[src/rtl/usb_string_streamer.sv]
// rtl/usb_string_streamer.sv - GET_DESCRIPTOR(STRING) responder streaming descriptor bytes with packetisation and ZLP
module usb_string_streamer #(
    parameter int                      NUM_LANGS  = 1,
    parameter logic [NUM_LANGS*16-1:0] LANGIDS    = 16'h0409,
    parameter                          STRINGS    = {"Example Board", 8'h00, "ACME Systems", 8'h00},
    parameter int                      MAX_PACKET = 64
) (
    input  logic        clk,
    input  logic        reset_n,
    input  logic        req_valid,
    output logic        req_ready,
    input  logic [7:0]  req_index,
    input  logic [15:0] req_langid,
    input  logic [15:0] req_length,
    input  logic        abort,
    output logic [7:0]  out_data,
    output logic        out_valid,
    input  logic        out_ready,
    output logic        out_last,
    output logic        out_zlp,
    output logic        done,
    output logic        stall
);

    localparam int SB = $bits(STRINGS) / 8;
    localparam int PB = $clog2(MAX_PACKET);
    localparam int AW = (SB > 1) ? $clog2(SB) : 1;

    // mode 0: length of string n, mode 1: byte offset of string n, mode 2: string count
    function automatic int str_info(input int n, input int mode);
        int cur;
        int start;
        cur   = 0;
        start = 0;
        for (int k = 0; k < SB; k++) begin
            if (STRINGS[SB*8-1-8*k -: 8] == 8'h00) begin
                if (mode == 0 && cur == n) return k - start;
                if (mode == 1 && cur == n) return start;
                cur   = cur + 1;
                start = k + 1;
            end
        end
        return (mode == 2) ? cur : 0;
    endfunction

    localparam int NUM_STRS = str_info(0, 2);
    localparam int NS       = (NUM_STRS > 0) ? NUM_STRS : 1;

    typedef enum logic [1:0] {S_IDLE, S_LOOKUP, S_STREAM, S_ZLP} state_t;

    logic [7:0]    rom     [SB];
    logic [7:0]    len_tab [NS];
    logic [AW-1:0] off_tab [NS];

    for (genvar b = 0; b < SB; b++) begin : g_rom
        assign rom[b] = STRINGS[SB*8-1-8*b -: 8];
    end

    for (genvar g = 0; g < NS; g++) begin : g_str
        localparam int L = str_info(g, 0);
        localparam int O = str_info(g, 1);
        assign len_tab[g] = 8'(L);
        assign off_tab[g] = AW'(O);
    end

    state_t      state_q, state_d;
    logic [7:0]  pos_q, pos_d;
    logic [7:0]  idx_q, idx_d;
    logic [15:0] lang_q, lang_d;
    logic [15:0] len_q, len_d;
    logic        req_ready_q, req_ready_d;
    logic        out_valid_q, out_valid_d;
    logic [7:0]  out_data_q, out_data_d;
    logic        out_last_q, out_last_d;
    logic        out_zlp_q, out_zlp_d;
    logic        done_q, done_d;
    logic        stall_q, stall_d;

    logic          idx_ok;
    logic          lang_ok;
    logic [7:0]    str_len;
    logic [AW-1:0] str_off;
    logic [7:0]    desc_len;
    logic [7:0]    xfer_len;
    logic          zlp_needed;

    // Descriptor geometry depends only on the captured request, so it is valid through the whole transfer
    always_comb begin
        str_len = '0;
        str_off = '0;
        for (int n = 0; n < NS; n++) begin
            if (int'(idx_q) == n + 1) begin
                str_len = len_tab[n];
                str_off = off_tab[n];
            end
        end
        idx_ok  = int'(idx_q) <= NUM_STRS;
        lang_ok = 1'b0;
        for (int i = 0; i < NUM_LANGS; i++) begin
            if (lang_q == LANGIDS[(NUM_LANGS-1-i)*16 +: 16]) lang_ok = 1'b1;
        end
        desc_len   = (idx_q == 8'd0) ? 8'(2 + 2 * NUM_LANGS) : str_len + str_len + 8'd2;
        xfer_len   = ({8'h00, desc_len} <= len_q) ? desc_len : len_q[7:0];
        zlp_needed = (xfer_len[PB-1:0] == '0) && ({8'h00, xfer_len} < len_q);
    end

    logic [7:0]  nxt_pos;
    logic [7:0]  nxt_byte;
    logic [7:0]  k;
    logic [15:0] lw;
    logic        nxt_last;

    // Byte (and packet-end flag) for the position that will be presented after the next handshake
    always_comb begin
        nxt_pos = (state_q == S_LOOKUP) ? 8'd0 : pos_q + 8'd1;
        k       = nxt_pos - 8'd2;
        lw      = LANGIDS[NUM_LANGS*16-1 -: 16];
        for (int i = 0; i < NUM_LANGS; i++) begin
            if (int'(k[7:1]) == i) lw = LANGIDS[(NUM_LANGS-1-i)*16 +: 16];
        end
        if (nxt_pos == 8'd0) begin
            nxt_byte = desc_len;
        end else if (nxt_pos == 8'd1) begin
            nxt_byte = 8'h03;
        end else if (idx_q == 8'd0) begin
            nxt_byte = k[0] ? lw[15:8] : lw[7:0];
        end else begin
            nxt_byte = k[0] ? 8'h00 : rom[str_off + AW'(k[7:1])];
        end
        nxt_last = (&nxt_pos[PB-1:0]) || (nxt_pos == xfer_len - 8'd1);
    end

    always_comb begin
        state_d     = state_q;
        pos_d       = pos_q;
        idx_d       = idx_q;
        lang_d      = lang_q;
        len_d       = len_q;
        out_valid_d = out_valid_q;
        out_data_d  = out_data_q;
        out_last_d  = out_last_q;
        out_zlp_d   = out_zlp_q;
        done_d      = 1'b0;
        stall_d     = 1'b0;
        case (state_q)
            S_IDLE: begin
                if (req_valid && req_ready_q) begin
                    idx_d   = req_index;
                    lang_d  = req_langid;
                    len_d   = req_length;
                    state_d = S_LOOKUP;
                end
            end
            S_LOOKUP: begin
                if (!idx_ok || (idx_q != 8'd0 && !lang_ok)) begin
                    stall_d = 1'b1;
                    state_d = S_IDLE;
                end else if (xfer_len == 8'd0) begin
                    done_d  = 1'b1;
                    state_d = S_IDLE;
                end else begin
                    state_d     = S_STREAM;
                    pos_d       = nxt_pos;
                    out_valid_d = 1'b1;
                    out_data_d  = nxt_byte;
                    out_last_d  = nxt_last;
                    out_zlp_d   = 1'b0;
                end
            end
            S_STREAM: begin
                if (out_ready) begin
                    if (pos_q == xfer_len - 8'd1) begin
                        if (zlp_needed) begin
                            state_d    = S_ZLP;
                            out_data_d = 8'h00;
                            out_last_d = 1'b1;
                            out_zlp_d  = 1'b1;
                        end else begin
                            done_d      = 1'b1;
                            state_d     = S_IDLE;
                            out_valid_d = 1'b0;
                            out_data_d  = 8'h00;
                            out_last_d  = 1'b0;
                        end
                    end else begin
                        pos_d      = nxt_pos;
                        out_data_d = nxt_byte;
                        out_last_d = nxt_last;
                    end
                end
            end
            S_ZLP: begin
                if (out_ready) begin
                    done_d      = 1'b1;
                    state_d     = S_IDLE;
                    out_valid_d = 1'b0;
                    out_last_d  = 1'b0;
                    out_zlp_d   = 1'b0;
                end
            end
            default: state_d = S_IDLE;
        endcase
        if (abort && state_q != S_IDLE) begin
            state_d     = S_IDLE;
            out_valid_d = 1'b0;
            out_data_d  = 8'h00;
            out_last_d  = 1'b0;
            out_zlp_d   = 1'b0;
            done_d      = 1'b0;
            stall_d     = 1'b0;
        end
        // A rejected or empty request keeps req_ready low for one extra cycle after its pulse
        req_ready_d = (state_d == S_IDLE) && !(state_q == S_LOOKUP && !abort);
    end

    always_ff @(posedge clk) begin
        if (!reset_n) begin
            state_q     <= S_IDLE;
            pos_q       <= '0;
            idx_q       <= '0;
            lang_q      <= '0;
            len_q       <= '0;
            req_ready_q <= 1'b0;
            out_valid_q <= 1'b0;
            out_data_q  <= '0;
            out_last_q  <= 1'b0;
            out_zlp_q   <= 1'b0;
            done_q      <= 1'b0;
            stall_q     <= 1'b0;
        end else begin
            state_q     <= state_d;
            pos_q       <= pos_d;
            idx_q       <= idx_d;
            lang_q      <= lang_d;
            len_q       <= len_d;
            req_ready_q <= req_ready_d;
            out_valid_q <= out_valid_d;
            out_data_q  <= out_data_d;
            out_last_q  <= out_last_d;
            out_zlp_q   <= out_zlp_d;
            done_q      <= done_d;
            stall_q     <= stall_d;
        end
    end

    assign req_ready = req_ready_q;
    assign out_valid = out_valid_q;
    assign out_data  = out_data_q;
    assign out_last  = out_last_q;
    assign out_zlp   = out_zlp_q;
    assign done      = done_q;
    assign stall     = stall_q;

endmodule

[config.mk]
export PLATFORM = sky130hd
export DESIGN_NAME = usb_string_streamer
export DESIGN_NICKNAME = d
export VERILOG_FILES = /design/src/rtl/usb_string_streamer.sv
export SDC_FILE = /design/constraint.sdc
export NUM_CORES = 1
export LEC_CHECK = 0
export BUFFER_PORTS_ARGS = -buffer_cell sky130_fd_sc_hd__buf_2
export CAP_MARGIN = 20
export CORE_MARGIN = 2
export CORE_UTILIZATION = 53
export DETAILED_ROUTE_END_ITERATION = 8
export GPL_TIMING_DRIVEN = 1
export PLACE_DENSITY_LB_ADDON = 0.1
export SLEW_MARGIN = 5
export SYNTH_ARGS = -nofsm -noshare
export SYNTH_HDL_FRONTEND = slang
export SYNTH_SLANG_ARGS = --single-unit
[constraint.sdc]
create_clock -name clk -period 5.4 [get_ports clk]
set_input_delay 0.54 -clock clk [delete_from_list [all_inputs] [get_ports clk]]
set_output_delay 0.54 -clock clk [all_outputs]
set_load 0.01 [all_outputs]
==> run metrics <==
asr flop ratio synth 0%; Initial Utilization 53.8%; DRC viols 0; clock period minus final worst setup slack 5160 ps; Worst Hold Class input port to register; number of buffers added on ports 57; WHS Path Cells 3; placed inst area 0.00474 sq mm; clk slew on worst S/H paths 70 ps; final setup fails 0; EDFF count, synth 0; Main synth FF type dfxtp_1; Tot GR Track Use 28.8%; Synth Net Count 673; Synth Area in XOR/XNOR 4.22%; Die Wd 94.7 um; number of cell rows 33; commonest non-fill, non-tap cell in the layout nand2_1; post-synthesis compound-gate area fraction 23.1%; post-synth top area share 28.9%; CTS Sinks 63; final WL 12300 um; clk_lat worst skew 330 ps; boundary pin count 59; CP arrival 5390 ps; Max IR drop VDD 0.267 mV; share of cells above drive strength 1 17.0%; cell accounting for the most synthesized area dfxtp_1; adder-cell share of the synthesized area 6.66%; vias in the first global route 4253; Warnings, synthesis 0; Post-Syn Area 0.00436 sq mm; cts-stage hold buffer count 0; Worst Tran Pin Value 1000 ps; synthesized flop and latch total 63; largest net degree at the start of global routing 41; # nets final 718; Critical Path Start Type register; Design Power 1.61 mW; DR pass1 iterations 5; PnR worst setup slack 242 ps; # fillers 761; status finished clean; total grt overflow 0; endpoints failing hold 0; fin crit share 95.5%; GPL Wtd Cong 0.981; cells after synthesis 607; final core utilization 62.0%; post-route cell area 0.00502 sq mm; Longest Clk Path Bufs 2; DIE AREA 0.00896 sq mm; highest clock rate 0.194 GHz; Area contributors post-synth dfxtp_1 (29%), nand2_1 (12%), a21oi_1 (8.7%); Final Skew 6.48 ps; CTS HTree Levels 3; post-place setup slack 99.4 ps; vias per cell 6.01; post-synthesis mux area share 1.69%; n_diodes 0; vias 4577; pins over their slew limit 0; Critical Path Fanout Max 9; Die Y 94.7 um; max_cap viols 0; Final ANT Viol Nets 0; 1st-iter DRT viols 371; Worst R2R Path Depth 20; setup_tns 0 ps; number of CTS-inserted buffers 9; Crit Path Class register to register; wire per inst 16.1 um; Worst Path Required 5630 ps; most frequent cells in the layout nand2_1 (139), a21oi_1 (74), dfxtp_1 (63); initial antenna violation count 0; slew margin rel. 32.6%; Avg Cell Area, Syn 7.18 sq um; TritonCTS clock tree yes; P&R area growth vs syn 15.2%; Worst Setup End Kind register; clock root cell clkbuf_8; library cells used by synthesis 68; sequential share of the synthesized area 28.9%; simple-gate portion of the synthesized area 29.3%; static leakage 1.99 nW; dpl hpwl 9110 um; global-route wire length before repair 20400 um; largest family of logic cells by synthesized area simple AND/OR/NAND/NOR gates; pwr dens 321 mW/mm^2; core area 0.00809 sq mm
## cell type report
| type | instances | area [sq um] | share of cell area, % |
|---|---|---|---|
| multi-input cells | 480 | 2890 | 57.5 |
| flip-flops and latches | 63 | 1260 | 25.1 |
| repair buffers | 77 | 439 | 8.75 |
| well taps | 105 | 131 | 2.62 |
| clock buffers | 9 | 124 | 2.47 |
| clock inverters | 7 | 96.3 | 1.92 |
| inverters | 21 | 78.8 | 1.57 |
## flip-flops by register name (all words and copies together) (netlist names)
name,cells
lang_q,16
pos_q,8
out_zlp,1
done,1
stall,1
out_valid,1
state_q,2
out_last,1
idx_q,8
len_q,16
out_data,7
req_ready,1
## report_power, final
group,switching [mW],total [mW],internal [mW]
Combinational,0.397,0.658,0.261
Clock,0.189,0.450,0.260
Sequential,0.0174,0.504,0.487
Total,0.604,1.61,1.01
## Yosys cell counts, types with 5 or more instances
master	count
nor4b_1	7
a31oi_1	7
nor2b_1	5
nor4_1	8
a21oi_1	76
nor2_1	23
nand3_1	19
o21ai_0	24
a211oi_1	5
xor2_1	6
nor3_1	17
and3_1	7
xnor2_1	15
ha_1	20
dfxtp_1	63
clkbuf_1	35
o31ai_1	5
inv_1	21
and2_1	10
nand2_1	139
nand4_1	6
nand2b_1	5
## metal layers
metal	share of wire (%)	up-vias	track usage, %
met5	0	-	0
met4	2.1	0	11.7
met3	7.7	24	7.26
met2	45	198	44.1
met1	45	2106	38.6
li1	-	2249	-
## critical path, stage by stage, from the launching register on
cell      delay (ps)
dfxtp_1          330
or4_4            570
or3_4            370
nor2_4           150
ha_1             280
a21o_1           210
a21oi_2          190
o21ai_1          130
nand3_2          130
nand2_1           80
o21ai_1          120
ha_1             200
or3b_4           410
a32oi_1          190
o311ai_0         150
nor4_1           270
o211a_1          210
or4b_4           520
a21o_4           270
mux2i_1          120
and2_1           160
## repair_timing
action	4_1_cts	5_1_grt
setup buffers	0	0
setup endpoints to repair	0	21
gates resized for setup	0	14
## final timing paths
check           startpoint         to  slack, ps
min reg2reg      lang_q[9]  lang_q[9]        460
max reg2reg       idx_q[7]   pos_q[2]        240
max               idx_q[7]   pos_q[2]        240
min          req_langid[6]  lang_q[6]        430
## cells by family (layout without fill, tap and decap cells)
family	count (synthesis)	in the layout
simple gates	267	267
xor+xnor	21	21
flops	63	63
other cells	1	1
compound gates	162	162
fa+ha+maj	23	23
buf+inv	64	114
mux	6	6
## through the flow
step | hold slack [ps] | instances
detailed placement | 450 | 746
CTS | 420 | 762
global route | 427 | 762
finish | 434 | 762
global placement | 443 | 746
floorplan | 432 | 607
Note: power is estimated with default switching activity, not from simulation.
